[config.mk]
export PLATFORM = sky130hd
export DESIGN_NAME = alu_reg_file
export DESIGN_NICKNAME = d
export VERILOG_FILES = /design/src/rtl/alu_reg_file_pkg.sv /design/src/rtl/alu_reg_file_alu.sv /design/src/rtl/alu_reg_file.sv
export SDC_FILE = /design/constraint.sdc
export NUM_CORES = 2
export LEC_CHECK = 0
export CAP_MARGIN = 5
export CORE_MARGIN = 4
export CORE_UTILIZATION = 59
export CTS_CLUSTER_SIZE = 16
export DETAILED_ROUTE_END_ITERATION = 10
export GPL_ROUTABILITY_DRIVEN = 0
export HOLD_SLACK_MARGIN = 0.03
export PLACE_DENSITY_LB_ADDON = 0.25
export REMOVE_ABC_BUFFERS = 1
export SYNTH_ARGS = -nofsm -noshare
export SYNTH_HDL_FRONTEND = slang
export SYNTH_SLANG_ARGS = --single-unit
[constraint.sdc]
create_clock -name clk -period 9.3 [get_ports clk]
set_clock_uncertainty 0.05 [all_clocks]
set_input_delay 1.86 -clock clk [delete_from_list [all_inputs] [get_ports clk]]
set_output_delay 1.86 -clock clk [all_outputs]
set_load 0.005 [all_outputs]
[src/rtl/alu_reg_file_pkg.sv]
// Shared definitions for the MIPS datapath core: datapath/address widths
// and the 3-bit ALU opcode encoding used by the control unit.
package alu_reg_file_pkg;

    localparam int DATA_W   = 32;
    localparam int ADDR_W   = 5;
    localparam int NUM_REGS = 1 << ADDR_W;

    typedef enum logic [2:0] {
        ALU_AND  = 3'b000,
        ALU_OR   = 3'b001,
        ALU_ADD  = 3'b010,
        ALU_LUI  = 3'b011,
        ALU_SLTU = 3'b100,
        ALU_XOR  = 3'b101,
        ALU_SUB  = 3'b110,
        ALU_SLT  = 3'b111
    } alu_op_e;

endpackage

[src/rtl/alu_reg_file_alu.sv]
// Combinational 32-bit ALU.
// Ports:
//   a_i, b_i      operands
//   op_i          operation select (alu_op_e encoding)
//   result_o      result
//   zero_o        result == 0
//   overflow_o    signed overflow, ADD/SUB only
//   carryout_o    ADD carry / SUB borrow, else 0
// One 33-bit adder serves ADD, SUB, SLT and SLTU; the compares reuse the
// subtract path.
module alu_reg_file_alu
    import alu_reg_file_pkg::*;
#(
    parameter int DATA_W = alu_reg_file_pkg::DATA_W
) (
    input  logic [DATA_W-1:0] a_i,
    input  logic [DATA_W-1:0] b_i,
    input  logic [2:0]        op_i,
    output logic [DATA_W-1:0] result_o,
    output logic              zero_o,
    output logic              overflow_o,
    output logic              carryout_o
);

    alu_op_e           op;
    logic              is_sub;
    logic [DATA_W-1:0] b_eff;
    logic [DATA_W:0]   sum;
    logic              ovf_add;
    logic              ovf_sub;
    logic              borrow;
    logic              slt;

    assign op     = alu_op_e'(op_i);
    assign is_sub = (op == ALU_SUB) || (op == ALU_SLT) || (op == ALU_SLTU);
    assign b_eff  = is_sub ? ~b_i : b_i;
    // A - B computed as A + ~B + 1
    assign sum    = {1'b0, a_i} + {1'b0, b_eff} + {{DATA_W{1'b0}}, is_sub};

    assign ovf_add = (a_i[DATA_W-1] == b_i[DATA_W-1]) && (sum[DATA_W-1] != a_i[DATA_W-1]);
    assign ovf_sub = (a_i[DATA_W-1] != b_i[DATA_W-1]) && (sum[DATA_W-1] != a_i[DATA_W-1]);
    // Subtract carry-out is the inverted borrow
    assign borrow  = ~sum[DATA_W];
    // Sign of the true difference: the truncated sign flips when A-B overflows
    assign slt     = sum[DATA_W-1] ^ ovf_sub;

    always_comb begin
        result_o   = '0;
        overflow_o = 1'b0;
        carryout_o = 1'b0;
        case (op)
            ALU_AND:  result_o = a_i & b_i;
            ALU_OR:   result_o = a_i | b_i;
            ALU_ADD: begin
                result_o   = sum[DATA_W-1:0];
                overflow_o = ovf_add;
                carryout_o = sum[DATA_W];
            end
            ALU_LUI:  result_o = b_i << 16;
            ALU_SLTU: result_o = {{(DATA_W-1){1'b0}}, borrow};
            ALU_XOR:  result_o = a_i ^ b_i;
            ALU_SUB: begin
                result_o   = sum[DATA_W-1:0];
                overflow_o = ovf_sub;
                carryout_o = borrow;
            end
            ALU_SLT:  result_o = {{(DATA_W-1){1'b0}}, slt};
            default:  result_o = '0;
        endcase
    end

    assign zero_o = (result_o == '0);

endmodule

[src/rtl/alu_reg_file.sv]
// Datapath core of the multicycle MIPS CPU: 32x32 register file with two
// combinational read ports and one byte-enabled synchronous write port
// ($0 reads as zero, writes to it are dropped), plus an independent ALU.
// Ports:
//   clk, resetn               clock, async active-low reset (clears all regs)
//   raddr1/raddr2 -> rdata1/2 combinational reads
//   waddr, wen[3:0], wdata    byte-enabled write on rising clk
//   alu_a, alu_b, alu_op      ALU operands / op select
//   alu_result, alu_zero, alu_overflow, alu_carryout   ALU outputs
module alu_reg_file
    import alu_reg_file_pkg::*;
#(
    parameter int DATA_W = alu_reg_file_pkg::DATA_W,
    parameter int ADDR_W = alu_reg_file_pkg::ADDR_W
) (
    input  logic                clk,
    input  logic                resetn,
    input  logic [ADDR_W-1:0]   raddr1,
    input  logic [ADDR_W-1:0]   raddr2,
    output logic [DATA_W-1:0]   rdata1,
    output logic [DATA_W-1:0]   rdata2,
    input  logic [ADDR_W-1:0]   waddr,
    input  logic [DATA_W/8-1:0] wen,
    input  logic [DATA_W-1:0]   wdata,
    input  logic [DATA_W-1:0]   alu_a,
    input  logic [DATA_W-1:0]   alu_b,
    input  logic [2:0]          alu_op,
    output logic [DATA_W-1:0]   alu_result,
    output logic                alu_zero,
    output logic                alu_overflow,
    output logic                alu_carryout
);

    localparam int NREG = 1 << ADDR_W;
    localparam int NBYTE = DATA_W / 8;

    logic [DATA_W-1:0] regs_q [NREG];
    logic [DATA_W-1:0] wword_d;
    logic              wr_en;

    // Merge enabled bytes of wdata into the current register contents
    always_comb begin
        wword_d = regs_q[waddr];
        for (int i = 0; i < NBYTE; i++) begin
            if (wen[i]) wword_d[8*i +: 8] = wdata[8*i +: 8];
        end
    end

    assign wr_en = (waddr != '0) && (wen != '0);

    always_ff @(posedge clk or negedge resetn) begin
        if (!resetn) begin
            for (int i = 0; i < NREG; i++) regs_q[i] <= '0;
        end else if (wr_en) begin
            regs_q[waddr] <= wword_d;
        end
    end

    // No write bypass: a same-cycle write is visible only after the edge
    assign rdata1 = (raddr1 == '0) ? '0 : regs_q[raddr1];
    assign rdata2 = (raddr2 == '0) ? '0 : regs_q[raddr2];

    alu_reg_file_alu #(.DATA_W(DATA_W)) u_alu (
        .a_i        (alu_a),
        .b_i        (alu_b),
        .op_i       (alu_op),
        .result_o   (alu_result),
        .zero_o     (alu_zero),
        .overflow_o (alu_overflow),
        .carryout_o (alu_carryout)
    );

endmodule

==> load_flow_metrics.sql <==
INSERT INTO impl_metrics (metric_group, metric, value, unit) VALUES
('critical_path', 'worstSetupEndpointType', 'output port', ''),
('synthesis', 'ys_warns', '0', ''),
('synthesis', 'syn-cell-area', '0.0668', 'mm²'),
('clock_tree', 'cts_buffers', '109', ''),
('clock_tree', 'cts_tree', 'done', ''),
('clock_tree', 'clockRootBuffer', 'clkbuf_16', ''),
('pwr', 'power.leakage', '0.0305', 'µW'),
('timing', 'timing.final.max_slew_violations', '0', ''),
('critical_path', 'crit_path_slowest_cell', 'or4b_2', ''),
('clock_tree', 'ctsHtreeMaxLevel', '3', ''),
('clock_tree', 'clk_pin_slew', '0.06', 'ns'),
('clock_tree', 'ctsResizeCount', '0', ''),
('synthesis', 'most_frequently_used_flop_master_after_synthesis', 'dfrtp_1', ''),
('pwr', 'power.ir.vdd_worst', '0.179', 'mV'),
('critical_path', 'regToRegSetupSlack', '6.02', 'ns'),
('detailed_routing', 'drtIter0Drc', '5759', ''),
('timing', 'total_negative_slack', '0', 'ns'),
('hold_path', 'hold_path.class', 'register to register', ''),
('grt', 'grt_max_degree', '172', ''),
('final_layout', 'max_flop_register', 'regs_q', ''),
('synthesis', 'asyncSetResetFlopFracSynth', '100', '%'),
('final_layout', 'final_layout_size_suffix_gt1_share', '47.6', '%'),
('synthesis', 'synthDominantAreaCellType', 'dfrtp_1', ''),
('critical_path', 'startpoint_type', 'input pin', ''),
('detailed_routing', 'routedWlPerCell', '35.2', 'µm'),
('timing', 'finalSetupViolations', '0', ''),
('synthesis', 'postSynthAreaPerCell', '14.1', 'µm²'),
('final_layout', 'num-nets-final', '4876', ''),
('floorplan', 'number_of_cell_rows', '123', ''),
('floorplan', 'io_pins', '219', ''),
('final_layout', 'multi_input_area', '0.0390', 'mm²'),
('critical_path', 'worstReg2RegEnd', 'regs_q[200]', ''),
('detailed_routing', 'routed_wirelength', '220', 'mm'),
('detailed_routing', 'drt_drc_violations_left', '1', ''),
('timing', 'slew_headroom', '8.52', '%'),
('floorplan', 'floorplan.initialDensity', '59.4', '%'),
('grt', 'antenna_found_initial', '4', ''),
('placed_design', 'place_hpwl', '128', 'mm'),
('critical_path', 'worstSetupPathType', 'input pin to output port', ''),
('outcome', 'violations', 'DRC', ''),
('grt', 'wire_length_of_the_first_global_routing_pass', '321', 'mm'),
('critical_path', 'rr_worst_depth', '6', ''),
('synthesis', 'seq_area_frac_synth', '38.4', '%'),
('final_layout', 'sequential_cell_area', '0.0256', 'mm²'),
('grt', 'grtUsageTotal', '37.3', '%'),
('clock_tree', 'cts.sinks', '1024', ''),
('run', 'timing.max_cap.violations', '0', ''),
('detailed_routing', 'route.antenna.remaining_nets', '0', ''),
('floorplan', 'die_height', '345', 'µm'),
('clock_tree', 'cts.path.max_buffers', '3', ''),
('clock_tree', 'hold_buf_count_cts', '0', ''),
('detailed_routing', 'route.vias.total', '47300', ''),
('placed_design', 'buffer_ports.inserted', '218', ''),
('synthesis', 'number_of_different_library_cells_in_the_post_synthesis_netlist', '69', ''),
('final_layout', 'largest_register_ff_count', '1024', ''),
('timing', 'fmax', '0.112', 'GHz'),
('critical_path', 'timing.critical_path.from', 'alu_op[1]', ''),
('grt', 'grt_pass1_vias', '48200', ''),
('timing', 'period_needed', '8.95', 'ns'),
('detailed_routing', 'post_drt_via_cell_ratio', '7.57', ''),
('synthesis', 'synth_enable_flop_cells', '0', ''),
('clock_tree', 'postCtsSetupBuffers', '0', ''),
('synthesis', 'synthesis.instances', '4725', ''),
('grt', 'grt.overflow.total', '0', ''),
('floorplan', 'design.core.area', '0.112', 'mm²'),
('critical_path', 'crit_chain', 'clkdlybuf4s50_1 -> nand2b_1 -> nand2_2 -> buf_4 -> xnor2_1 -> ha_1 -> nand4_1 -> nor2_1 -> o21ai_1 -> a31oi_1 -> xor2_1 -> a21oi_1 -> or4b_2 -> a211oi_1 -> nand4_1 -> nor4_2 -> clkdlybuf4s50_1', ''),
('timing', 'share_of_the_cycle_needed_by_the_critical_path_after_routing', '96.2', '%'),
('critical_path', 'critical_path.endpoint', 'alu_zero', ''),
('outcome', 'status', 'finished, violations left', ''),
('critical_path', 'timing.critical_path.fanout_max', '17', ''),
('pwr', 'power', '16800', 'µW');
-- layer usage --
layer  track usage [%]  wire length (µm)
met5                 0                18
met4              21.2             15100
met3              10.2             26200
met2              57.2            101000
met1              48.4             78000
-- per-stage QoR --
stage / setup WS [ns] / util (%) / cell area (µm²) / cells
after global placement: 0.474 / 62.5 / 70300 / 6048
after CTS: 0.412 / 65.7 / 73900 / 6251
final: 0.352 / 65.7 / 73900 / 6252
after floorplan: 1.56 / - / 64700 / 4190
after detailed placement: 0.435 / 62.5 / 70300 / 6048
after global routing: 0.124 / 65.7 / 73900 / 6251
-- cells in the final DEF (no fill, tap or decap), drive strengths merged, types with 16 or more instances in the layout --
master            n
o221ai           28
a21oi           137
mux2i           158
inv             108
mux4            809
ha               96
a211o            17
clkdlybuf4s50   200
clkinv           22
a221oi           33
mux2           1063
buf             158
dfrtp          1024
nor2            166
xnor2            42
nand2            78
clkbuf          171
o22ai            51
nand2b           16
a211oi           22
a32oi            17
a22oi            39
nor3             33
nand3            20
o21ai            48
-- cells in the mapped netlist, types with 10 or more instances --
master        n
nor3_1       33
mux4_2      809
a211o_1      17
buf_1        74
xor2_1       12
mux2_2     1063
a31oi_1      11
o221ai_1     28
nand3_1      20
nor2_1      166
nand2_1      78
a21o_1       14
clkbuf_1    376
nand2b_1     16
a22o_1       12
a22oi_1      39
ha_1         96
nor2b_1      14
a2111oi_0    10
dfrtp_1    1024
mux2i_1     158
o21a_1       13
xnor2_1      42
o211ai_1     11
inv_1       102
buf_2        77
o21ai_0      41
a211oi_1     22
a221oi_1     33
a32oi_1      17
a21oi_1     137
o22ai_1      51
-- how the worst min path moves through the flow --
stage | startpoint | endpoint | slack (ns) | cells after the start
after floorplan | regs_q[1002] | regs_q[1002] | 0.33 | 0
after global placement | regs_q[1006] | regs_q[1006] | 0.35 | 0
after detailed placement | regs_q[1008] | regs_q[1008] | 0.35 | 0
after CTS | regs_q[1007] | regs_q[1007] | 0.37 | 0
after global routing | regs_q[1007] | regs_q[1007] | 0.38 | 0
final | regs_q[1008] | regs_q[1008] | 0.37 | 0
-- cell type report --
cell class              count  area share [%]
multi-input cells        3063            52.8
flip-flops and latches   1024            34.7
repair buffers            358            4.67
clock buffers             171            4.47
well taps                1500            2.54
inverters                 103           0.523
clock inverters            32           0.369
diodes                      1         0.00339
-- kinds of logic (layout without fill, tap and decap cells) --
family | Yosys count | after routing | synth area share [%]
AOI/OAI and AO/OA | 507 | 507 | 5.21
DFF | 1024 | 1024 | 38.4
buffers and inverters | 638 | 664 | 3.78
muxes | 2030 | 2030 | 47.6
and+or+nand+nor | 375 | 375 | 2.57
adders and majority gates | 97 | 97 | 1.83
xor gates and xnor gates | 54 | 54 | 0.708
other | 0 | 1 | 0
-- worst max-delay path, delay by kind of cell --
family,cells,cell delay (ns)
adders and majority gates,1,0.45
AOI/OAI and AO/OA,4,1.03
and+or+nand+nor,7,2.05
buffers and inverters,3,1.43
xor gates and xnor gates,2,0.21
-- where the power goes --
part / total, µW / switching (µW) / internal, µW
Combinational: 5420 / 2080 / 3340
Sequential: 6960 / 1220 / 5740
Clock: 4390 / 1870 / 2520
Total: 16800 / 5170 / 11600
No activity file was read; power rests on OpenSTA's default activity.
